File: src/rtl/instr_fetch_stage_if.sv
// Bundle of signals between the instruction fetch stage and its surroundings.
// These signals are grouped here:
//   - the instruction memory bus: imem_addr, imem_rdata
//   - the hazard and branch controls: stall, redirect, redirect_kind,
//     redirect_pc, redirect_imm, redirect_reg
//   - the IF/ID register towards decode: ifid_valid, ifid_instr, ifid_pc,
//     ifid_pc_plus4
//   - the performance counters: perf_fetched, perf_bubbles
// Modport master: the fetch stage itself.
// Modport slave: the environment (imem, hazard unit, branch resolution, decode).
interface instr_fetch_stage_if;
  logic [63:0] imem_addr;
  logic [31:0] imem_rdata;
  logic        stall;
  logic        redirect;
  logic [1:0]  redirect_kind;
  logic [63:0] redirect_pc;
  logic [25:0] redirect_imm;
  logic [63:0] redirect_reg;
  logic        ifid_valid;
  logic [31:0] ifid_instr;
  logic [63:0] ifid_pc;
  logic [63:0] ifid_pc_plus4;
  logic [31:0] perf_fetched;
  logic [31:0] perf_bubbles;

  modport master (
    output imem_addr,
    input  imem_rdata,
    input  stall,
    input  redirect,
    input  redirect_kind,
    input  redirect_pc,
    input  redirect_imm,
    input  redirect_reg,
    output ifid_valid,
    output ifid_instr,
    output ifid_pc,
    output ifid_pc_plus4,
    output perf_fetched,
    output perf_bubbles
  );

  modport slave (
    input  imem_addr,
    output imem_rdata,
    output stall,
    output redirect,
    output redirect_kind,
    output redirect_pc,
    output redirect_imm,
    output redirect_reg,
    input  ifid_valid,
    input  ifid_instr,
    input  ifid_pc,
    input  ifid_pc_plus4,
    input  perf_fetched,
    input  perf_bubbles
  );
endinterface

File: src/rtl/instr_fetch_stage.sv
// Instruction fetch stage and IF/ID pipeline register.
// Holds the PC, presents it to instruction memory, and captures the returned
// instruction with its PC and PC+4 into IF/ID. A taken branch (redirect)
// loads the computed target into the PC and a bubble into IF/ID. A stall
// holds both the PC and IF/ID. A redirect takes priority over a stall.
// Ports:
//   clk   - single clock; all state updates on the rising edge
//   rst_n - asynchronous active-low reset
//   bus   - instr_fetch_stage_if.master (imem bus, stall/redirect controls,
//           IF/ID outputs, performance counters)
// Parameter:
//   RESET_PC - PC value loaded on reset
// Optional feature macro:
//   IF_PERF_CNT_EN - when defined, builds saturating counters for fetched
//                    instructions and delivered bubbles; otherwise both
//                    counter outputs are constant zero.
module instr_fetch_stage #(
  parameter logic [63:0] RESET_PC = 64'h0
) (
  input logic                 clk,
  input logic                 rst_n,
  instr_fetch_stage_if.master bus
);

  typedef enum logic [1:0] {
    RST  = 2'd0,
    RUN  = 2'd1,
    HOLD = 2'd2
  } state_t;

  state_t      state_r;
  logic [63:0] pc_r;
  logic        ifid_valid_r;
  logic [31:0] ifid_instr_r;
  logic [63:0] ifid_pc_r;
  logic [63:0] ifid_pc_plus4_r;

  logic [63:0] pc_plus4_s;
  logic [63:0] target_s;
  logic [63:0] cb_off_s;
  logic [63:0] b_off_s;

  // Sign-extended, word-scaled branch offsets. The shift is folded into the concatenation.
  assign cb_off_s   = {{43{bus.redirect_imm[18]}}, bus.redirect_imm[18:0], 2'b00};
  assign b_off_s    = {{36{bus.redirect_imm[25]}}, bus.redirect_imm[25:0], 2'b00};
  // All PC arithmetic wraps modulo 2^64.
  assign pc_plus4_s = pc_r + 64'd4;

  // Redirect target selection by branch kind
  always_comb begin
    target_s = bus.redirect_pc + 64'd4;
    case (bus.redirect_kind)
      2'b00:   target_s = bus.redirect_pc + cb_off_s;
      2'b01:   target_s = bus.redirect_pc + b_off_s;
      2'b10:   target_s = bus.redirect_reg;
      2'b11:   target_s = bus.redirect_pc + 64'd4;
      default: target_s = bus.redirect_pc + 64'd4;
    endcase
  end

  // PC, IF/ID register and fetch FSM
  always_ff @(posedge clk or negedge rst_n) begin
    if (!rst_n) begin
      state_r         <= RST;
      pc_r            <= RESET_PC;
      ifid_valid_r    <= 1'b0;
      ifid_instr_r    <= 32'h0;
      ifid_pc_r       <= 64'h0;
      ifid_pc_plus4_r <= 64'h0;
    end else begin
      case (state_r)
        RST, RUN, HOLD: begin
          if (bus.redirect) begin
            // Bubble: the PC fields keep their previous values.
            pc_r         <= target_s;
            ifid_valid_r <= 1'b0;
            ifid_instr_r <= 32'h0;
            state_r      <= RUN;
          end else if (bus.stall) begin
            state_r <= HOLD;
          end else begin
            pc_r            <= pc_plus4_s;
            ifid_valid_r    <= 1'b1;
            ifid_instr_r    <= bus.imem_rdata;
            ifid_pc_r       <= pc_r;
            ifid_pc_plus4_r <= pc_plus4_s;
            state_r         <= RUN;
          end
        end
        default: begin
          state_r <= RST;
        end
      endcase
    end
  end

  assign bus.imem_addr     = pc_r;
  assign bus.ifid_valid    = ifid_valid_r;
  assign bus.ifid_instr    = ifid_instr_r;
  assign bus.ifid_pc       = ifid_pc_r;
  assign bus.ifid_pc_plus4 = ifid_pc_plus4_r;

`ifdef IF_PERF_CNT_EN
  logic [31:0] perf_fetched_r;
  logic [31:0] perf_bubbles_r;
  logic        load_valid_s;
  logic        load_bubble_s;

  assign load_bubble_s = bus.redirect;
  assign load_valid_s  = !bus.redirect && !bus.stall;

  // Saturating counters of instructions and bubbles loaded into IF/ID
  always_ff @(posedge clk or negedge rst_n) begin
    if (!rst_n) begin
      perf_fetched_r <= 32'h0;
      perf_bubbles_r <= 32'h0;
    end else begin
      if (load_valid_s && (perf_fetched_r != 32'hFFFF_FFFF)) begin
        perf_fetched_r <= perf_fetched_r + 32'd1;
      end else begin
        perf_fetched_r <= perf_fetched_r;
      end
      if (load_bubble_s && (perf_bubbles_r != 32'hFFFF_FFFF)) begin
        perf_bubbles_r <= perf_bubbles_r + 32'd1;
      end else begin
        perf_bubbles_r <= perf_bubbles_r;
      end
    end
  end

  assign bus.perf_fetched = perf_fetched_r;
  assign bus.perf_bubbles = perf_bubbles_r;
`else
  assign bus.perf_fetched = 32'h0;
  assign bus.perf_bubbles = 32'h0;
`endif

endmodule

File: src/flat_wrapper.sv
// flat-port wrapper written by rule: the top's interface ports become plain ports
module instr_fetch_stage_flat 
#(
  parameter logic [63:0] RESET_PC = 64'h0
)
  (clk, rst_n, bus_imem_addr, bus_imem_rdata, bus_stall, bus_redirect, bus_redirect_kind, bus_redirect_pc, bus_redirect_imm, bus_redirect_reg, bus_ifid_valid, bus_ifid_instr, bus_ifid_pc, bus_ifid_pc_plus4, bus_perf_fetched, bus_perf_bubbles);
  instr_fetch_stage_if bus_i ();
  input logic clk;
  input logic rst_n;
  output wire logic [$bits(bus_i.imem_addr)-1:0] bus_imem_addr;
  input wire logic [$bits(bus_i.imem_rdata)-1:0] bus_imem_rdata;
  input wire logic [$bits(bus_i.stall)-1:0] bus_stall;
  input wire logic [$bits(bus_i.redirect)-1:0] bus_redirect;
  input wire logic [$bits(bus_i.redirect_kind)-1:0] bus_redirect_kind;
  input wire logic [$bits(bus_i.redirect_pc)-1:0] bus_redirect_pc;
  input wire logic [$bits(bus_i.redirect_imm)-1:0] bus_redirect_imm;
  input wire logic [$bits(bus_i.redirect_reg)-1:0] bus_redirect_reg;
  output wire logic [$bits(bus_i.ifid_valid)-1:0] bus_ifid_valid;
  output wire logic [$bits(bus_i.ifid_instr)-1:0] bus_ifid_instr;
  output wire logic [$bits(bus_i.ifid_pc)-1:0] bus_ifid_pc;
  output wire logic [$bits(bus_i.ifid_pc_plus4)-1:0] bus_ifid_pc_plus4;
  output wire logic [$bits(bus_i.perf_fetched)-1:0] bus_perf_fetched;
  output wire logic [$bits(bus_i.perf_bubbles)-1:0] bus_perf_bubbles;
  assign bus_imem_addr = bus_i.imem_addr;
  assign bus_i.imem_rdata = bus_imem_rdata;
  assign bus_i.stall = bus_stall;
  assign bus_i.redirect = bus_redirect;
  assign bus_i.redirect_kind = bus_redirect_kind;
  assign bus_i.redirect_pc = bus_redirect_pc;
  assign bus_i.redirect_imm = bus_redirect_imm;
  assign bus_i.redirect_reg = bus_redirect_reg;
  assign bus_ifid_valid = bus_i.ifid_valid;
  assign bus_ifid_instr = bus_i.ifid_instr;
  assign bus_ifid_pc = bus_i.ifid_pc;
  assign bus_ifid_pc_plus4 = bus_i.ifid_pc_plus4;
  assign bus_perf_fetched = bus_i.perf_fetched;
  assign bus_perf_bubbles = bus_i.perf_bubbles;
  instr_fetch_stage #(.RESET_PC(RESET_PC)) u_core (.clk(clk), .rst_n(rst_n), .bus(bus_i));
endmodule
File: config.mk
export PLATFORM = sky130hd
export DESIGN_NAME = instr_fetch_stage_flat
export DESIGN_NICKNAME = d
export VERILOG_FILES = /design/src/rtl/instr_fetch_stage_if.sv /design/src/rtl/instr_fetch_stage.sv /design/src/flat_wrapper.sv
export SDC_FILE = /design/constraint.sdc
export NUM_CORES = 1
export LEC_CHECK = 0
export CORE_AREA = 2 2 187 189
export DETAILED_ROUTE_END_ITERATION = 7
export DIE_AREA = 0 0 189 191
export HOLD_SLACK_MARGIN = 0.08
export PLACE_DENSITY = 0.85
export SYNTH_ARGS = -nofsm -noshare
export SYNTH_HDL_FRONTEND = slang
export SYNTH_SLANG_ARGS = --single-unit
File: constraint.sdc
create_clock -name clk -period 3 [get_ports clk]
set_input_delay 0.6 -clock clk [delete_from_list [all_inputs] [get_ports clk]]
set_output_delay 0.6 -clock clk [all_outputs]
set_load 0.01 [all_outputs]
==> summary.md, run 1 <==
| Metric | Value |
|---|---|
| Int Pwr | `~8400 µW` |
| Per-cell routed wire length | `slightly above 20 µm` |
| CTS max path bufs | `3` |
| Post-DP HPWL | `about 47000 µm` |
| Switching Share | `0.365` |
| Layout cell share with drive strength beyond 1 | `0.252` |
| Max cap viols | `0` |
| Layout Skew | `around 28 ps` |
| Hold slack final | `471 ps` |
| CTS tree | `yes` |
| Total CTS buffers | `22` |
| Setup slack after layout | `-360 ps` |
| Netlist cell types | `between 80 and 90` |
| Critical Path Sink | `u_core.bus.imem_addr[58]` |
| PnR Total Power | `13300 µW` |
| Part of the power in the clock network | `0.204` |
| Root buf cell | `clkbuf_16` |
| Final setup fails | `30` |
| Post-route ant nets | `0` |
| Worst hold path class | `reg -> reg` |
| H-tree lvl count | `1` |
| Max-Slew Margin vs Limit | `0.232` |
| Grt ovf | `0` |
| CP Data Required Time | `around 3400 ps` |
| Fmax | `roughly 300 MHz` |
| Top cells by instance count after synthesis | `372 x nand2_1, 225 x dfrtp_1, 192 x o21ai_0` |
| Layout area overhead | `61.3%` |
| Setup crit end kind | `register` |
| RSZ-0062 raised after global routing | `yes` |
| Peak supply drop | `approximately 0.37 mV` |
| Pin count of the biggest net entering global routing | `88` |
| R2R Setup Slk | `-80 ps` |
| Fin area | `roughly 24000 µm²` |
| Violated checks | `negative setup slack` |
| Slowest stage delay, CP | `580 ps` |
| First-pass GRT wire length | `approximately 94000 µm` |
| Area leader, netlist | `dfrtp_1` |
| Slowest cell on crit path | `or4b_4` |
| WS Path Type | `in -> reg` |
| Yosys warns | `0` |
| Reg2reg start | `u_core.bus.imem_addr[24]` |
| CP Cell Sequence | `buf_12, nor2b_4, a21o_4, buf_6, buf_12, ha_4, nand4_1, or4b_4, nor2_4, o211ai_1, buf_4, a211oi_4, o211ai_1, buf_4, mux2i_2, o22ai_1, nor2_1` |
| Placed Area | `between 20000 and 25000 µm²` |
| CORE AREA | `34100 µm²` |
| RePlAce Congestion | `between 0.9 and 1` |
| R2r worst-path depth | `11` |
| Critical Path Source Type | `input pin` |
| Fraction of registers with async set/reset | `1.00` |
| Crit path launch | `bus_redirect_kind[0]` |
| Vias | `between 15000 and 20000` |
| Tcrit/Tclk final | `1.12` |
| Worst-margin pin slew | `approximately 1100 ps` |
| Setup WS pre-CTS | `-1590 ps` |
| Run status | `finished with violations` |
| Switch Pwr | `roughly 4900 µW` |
| Syn Std Cell Area | `roughly 15000 µm²` |
| Post-layout minimum cycle time | `about 3400 ps` |
| Final wirelength | `roughly 63000 µm` |
| Clk Latency, worst-skew pair | `around 520 ps` |
| Clk slew on worst S/H paths | `about 70 ps` |
| Vias per cell | `5.63` |
| PwrDens | `~540 nW/µm²` |
| Initial DRT Pass Iterations | `6` |
| Port Buffers | `roughly 420` |
| Final Hold Viols | `0` |
| Die height | `between 150 and 200 µm` |
| Post-synth EDFFs | `0` |
| Leakage | `0.0110 µW` |
| GR Util All Layers | `0.327` |
| DRC viols | `0` |
| Post-synthesis sequential area ratio | `0.371` |
| Die X | `roughly 190 µm` |
| Top-count cell post-synth | `nand2_1` |
| Fin. max-slew vios | `0` |
| Initial antenna violation count | `6` |
| FF+latch count, synth | `roughly 230` |
| # rows | `68` |
| Mean Syn Cell Area | `8.12 µm²` |
| IO Count | `481` |
| Clk sinks | `roughly 230` |
| Ys flop type | `dfrtp_1` |
| Final core utilization | `0.718` |
| Final Net Count | `2836` |
| Synth area leaders | `dfrtp_1 37%, nand2_1 9.2%, o21ai_0 6.3%` |
| WP data arrival | `~3800 ps` |
| Sequential Power Share | `0.324` |
| Starting Density | `0.445` |
| Synth Instances | `about 1900` |
| RR Endpoint | `u_core.bus.imem_addr[57]` |
| Combinational cell fraction of total power | `0.473` |
| Initial DRC count | `1686` |
| Vias in the first global route | `between 15000 and 20000` |
| Die area | `about 36000 µm²` |
| Top cell type's share of synthesized area | `0.371` |
| CP Max Fanout | `6` |
state kept, by name (all words and copies together) (netlist names):
signal,count
u_core.bus.ifid_pc,62
u_core.bus.ifid_instr,32
u_core.bus.imem_addr,64
u_core.bus.ifid_pc_plus4,64
u_core.state_r,2
u_core.bus.ifid_valid,1
power by group through the flow:
| stage | Clock [µW] | Combinational [µW] | Sequential, µW |
|---|---|---|---|
| 2_1_floorplan | 0 | 2130 | 4610 |
| 3_3_place_gp | 0 | 5540 | 4280 |
| 3_5_place_dp | 0 | 5660 | 4330 |
| 4_1_cts | 2720 | 5980 | 4280 |
| 5_1_grt | 2840 | 6680 | 4370 |
| 6_report | 2710 | 6280 | 4300 |
area by class of cell:
cell class / count / area, µm²
inverter: 33 / 124
clock buffer: 34 / 626
clock inverter: 6 / 68.8
tap: 455 / 569
multi-input combinational: 1502 / 10300
timing repair buffer: 791 / 7160
sequential: 225 / 5630
fill: 2544 / 9630
antenna: 7 / 17.5
worst max-delay path, delay by kind of cell:
kind	cells	cell delay, ps
AOI/OAI and AO/OA	5	910
and+or+nand+nor	5	1040
muxes	1	150
buffers and inverters	5	770
adders and majority gates	1	290
routing by layer:
layer | part of all wire | GRT usage | wire length, µm
met5 | 0 | 0 | 0
met4 | 0.052 | 0.160 | 3230
met3 | 0.081 | 0.0571 | 5090
met2 | 0.46 | 0.513 | 28500
met1 | 0.41 | 0.438 | 25700
through the flow:
| step | TNS [ps] | std cells |
|---|---|---|
| floorplan | -7800 | 1932 |
| global placement | -60110 | 2951 |
| detailed placement | -65350 | 2951 |
| CTS | -3850 | 3028 |
| global route | -8930 | 3052 |
| finish | -5400 | 3053 |
cells by family after synthesis:
family,share of synthesized area
buffers and inverters,0.0698
other,0.000247
adders and majority gates,0.0574
and+or+nand+nor,0.212
AOI/OAI and AO/OA,0.222
DFF,0.371
xor gates and xnor gates,0.0640
muxes,0.00412
placed cells by master, fill, tap and decap left out, drive strengths merged, types with 9 or more instances in the layout:
| cell type | netlist | final |
|---|---|---|
| xnor2 | 81 | 81 |
| nand2b | 11 | 11 |
| o21ai | 195 | 195 |
| nor2 | 126 | 126 |
| a211oi | 23 | 23 |
| a21oi | 136 | 136 |
| nor3 | 29 | 29 |
| nor4 | 9 | 9 |
| nand3 | 36 | 36 |
| nand4 | 22 | 22 |
| dfrtp | 225 | 225 |
| and2 | 31 | 31 |
| nor2b | 13 | 13 |
| conb | 1 | 64 |
| dlygate4sd2 | 0 | 16 |
| ha | 68 | 68 |
| o22ai | 10 | 10 |
| xor2 | 30 | 30 |
| a31oi | 24 | 24 |
| clkbuf | 84 | 35 |
| buf | 90 | 380 |
| a21o | 37 | 38 |
| o21bai | 17 | 17 |
| and3 | 26 | 26 |
| nand2 | 374 | 375 |
| a22o | 33 | 33 |
| clkdlybuf4s50 | 0 | 387 |
| inv | 32 | 32 |
| o211ai | 11 | 11 |
what timing repair did:
action | CTS | global route
hold buffers | 1 | 0
resized for setup | 193 | 115
pin swaps | 104 | 79
endpoints found under the hold margin | 21 | 0
cloned | 3 | 0
setup buffers | 36 | 19
endpoints found under the setup margin | 56 | 46
how the worst min path moves through the flow:
stage          slack, ps                        to  cells past startpoint              startpoint
6_report             470    u_core.bus.ifid_pc[25]                      2  u_core.bus.ifid_pc[25]
5_1_grt              500    u_core.bus.ifid_pc[25]                      2  u_core.bus.ifid_pc[25]
4_1_cts              480    u_core.bus.ifid_pc[25]                      2  u_core.bus.ifid_pc[25]
3_5_place_dp         460    u_core.bus.ifid_pc[25]                      2  u_core.bus.ifid_pc[25]
3_3_place_gp         460    u_core.bus.ifid_pc[31]                      2  u_core.bus.ifid_pc[31]
2_1_floorplan        300  u_core.bus.ifid_instr[0]                      0                   rst_n
(Power assumes the default switching activity.)
==> inputs of run 2 (changes only) <==
--- a/config.mk
+++ b/config.mk
@@ -13,3 +13,4 @@
 export SYNTH_ARGS = -nofsm -noshare
 export SYNTH_HDL_FRONTEND = slang
 export SYNTH_SLANG_ARGS = --single-unit
+export TNS_END_PERCENT = 5
==> constraint.sdc (replaced) <==
create_clock -name clk -period 3.7 [get_ports clk]
set_input_delay 0.74 -clock clk [delete_from_list [all_inputs] [get_ports clk]]
set_output_delay 0.74 -clock clk [all_outputs]
set_load 0.01 [all_outputs]
==> run 2 against run 1 <==
  * The flow now finishes without violations
  * Critical path type unchanged
  * Register-to-register slack gained 470 ps
  * Cell area shrank 7.4%
  * Global-route usage shrank 1.1 points
  * Largest cell class unchanged
  * Clock power shrank 19%
  * Die area is the same
  * Clock-buffer cell count shrank 4
  * Sequential share of layout area grew 1.8 points
  * Sequential power shrank 17%
  * Critical path depth shrank 1
==> summary.md, run 2 (synthesis gave the netlist of run 1 again) <==
| Metric | Value |
|---|---|
| RR Endpoint | `u_core.bus.imem_addr[62]` |
| CORE AREA | `about 34000 µm²` |
| Worst hold path class | `in -> async` |
| Post-layout minimum cycle time | `roughly 3600 ps` |
| RePlAce Congestion | `around 0.97` |
| Die X | `between 150 and 200 µm` |
| Setup slack after layout | `about 55 ps` |
| Slowest stage delay, CP | `approximately 390 ps` |
| CP Data Required Time | `just over 4000 ps` |
| Layout area overhead | `49.4%` |
| Area of the multi-input gates | `roughly 9300 µm²` |
| Vias | `around 16000` |
| CTS max path bufs | `3` |
| Most frequent cells in the layout | `406 x clkdlybuf4s50_1, 367 x nand2_1, 277 x buf_4` |
| Setup crit end kind | `register` |
| Vias per cell | `5.57` |
| R2r worst-path depth | `10` |
| Setup_tns | `0 ps` |
| Vias in the first global route | `approximately 16000` |
| Leakage | `just over 0.01 µW` |
| Sequential Area | `roughly 5600 µm²` |
| Final setup fails | `0` |
| First-pass GRT wire length | `~90000 µm` |
| Die area | `around 36000 µm²` |
| WS Path Type | `in -> reg` |
| Buffers & Inverters on Critical Path | `2` |
| Tcrit/Tclk final | `0.985` |
| # rows | `just under 70` |
| Slowest cell on crit path | `or3_4` |
| Critical Path Source Type | `input pin` |
| Final Net Count | `2742` |
| Final Hold Viols | `0` |
| Final core utilization | `0.665` |
| Setup WS pre-CTS | `-1180 ps` |
| Post-DP HPWL | `roughly 46000 µm` |
| Max-Slew Margin vs Limit | `0.318` |
| Worst-margin pin slew | `1020 ps` |
| H-tree lvl count | `1` |
| Commonest non-fill, non-tap cell in the layout | `clkdlybuf4s50_1` |
| Starting Density | `0.445` |
| R2R Setup Slk | `around 390 ps` |
| Total CTS buffers | `22` |
| Die height | `around 190 µm` |
| Fin. max-slew vios | `0` |
| Initial antenna violation count | `9` |
| CTS tree | `yes` |
| Pin count of the biggest net entering global routing | `just over 90` |
| Layout Skew | `between 20 and 25 ps` |
| CP Max Fanout | `6` |
| Peak supply drop | `0.336 mV` |
| WP data arrival | `4040 ps` |
| Delay-heaviest family, CP | `compound AO/OA/AOI/OAI gates` |
| IO Count | `a little under 500` |
| Run status | `complete, no violations` |
| Reg2reg start | `u_core.bus.imem_addr[25]` |
| Max cap viols | `0` |
| Post-route ant nets | `0` |
| Clk slew on worst S/H paths | `approximately 60 ps` |
| Layout cell share with drive strength beyond 1 | `0.168` |
| Clk sinks | `around 230` |
| CP Cell Sequence | `dlygate4sd2_1, nor2b_4, a21o_4, buf_4, ha_4, nand2_2, or3_4, nor2_1, a2111o_1, o31ai_4, o41ai_2, nand4_1, nor2b_1, mux2_2, o21ai_1, a221o_1` |
| Per-cell routed wire length | `about 20 µm` |
| Initial DRT Pass Iterations | `6` |
| Port Buffers | `around 420` |
| Clk Latency, worst-skew pair | `520 ps` |
| Grt ovf | `0` |
| Initial DRC count | `between 1000 and 1500` |
| Fill cells | `2760` |
| Fmax | `approximately 270 MHz` |
| CTS hold repair buffers | `0` |
| Root buf cell | `clkbuf_16` |
| GR Util All Layers | `0.317` |
| Final wirelength | `between 50000 and 60000 µm` |
| PwrDens | `454 nW/µm²` |
| DRC viols | `0` |
## run 2: worst max path at each step
stage                    startpoint  cells past startpoint  slack, ps                  endpoint
2_1_floorplan  bus_redirect_imm[18]                     16       -270  u_core.bus.imem_addr[59]
3_3_place_gp   bus_redirect_kind[1]                     17       -980  u_core.bus.imem_addr[62]
3_5_place_dp   bus_redirect_kind[1]                     17      -1180  u_core.bus.imem_addr[62]
4_1_cts         bus_redirect_imm[0]                     16        -30  u_core.bus.imem_addr[44]
5_1_grt        bus_redirect_imm[18]                     16        -50  u_core.bus.imem_addr[59]
6_report       bus_redirect_imm[18]                     16         60  u_core.bus.imem_addr[59]
## run 2: metal layers
layer / global-route usage / wire length [µm] / vias to the layer above
li1: - / - / 7650
met1: 0.426 / 24600 / 7750
met2: 0.510 / 27200 / 896
met3: 0.0488 / 4920 / 149
met4: 0.130 / 2520 / 6
met5: 0 / 38 / -
## run 2: through the flow
stage / area [µm²] / power (µW) / hold slack [ps] / cells
floorplan: 15400 / 5390 / 444 / 1932
global placement: 21300 / 7800 / 455 / 2897
detailed placement: 21300 / 7920 / 460 / 2897
CTS: 22500 / 10200 / 259 / 2942
global route: 22700 / 10800 / 272 / 2955
finish: 22700 / 10300 / 203 / 2955
## run 2: timing repair
action / CTS / global route
buffers inserted: 8 / 7
endpoints found under the setup margin: 38 / 27
pin swaps: 36 / 26
resized for setup: 72 / 43
cloned: 2 / 0
## run 2: final cells by class
cell class	instances	area share
inverters	33	0.00546
clock inverters	7	0.00265
clock buffers	30	0.0279
flip-flops and latches	225	0.248
diodes	6	0.000662
well taps	455	0.0251
multi-input cells	1501	0.409
repair buffers	698	0.281
## run 2: report_power, final
part           switching, µW  internal [µW]  total [µW]
registers                573           3010        3590
logic                   2200           2290        4490
clock network            944           1260        2200
total                   3720           6570       10300
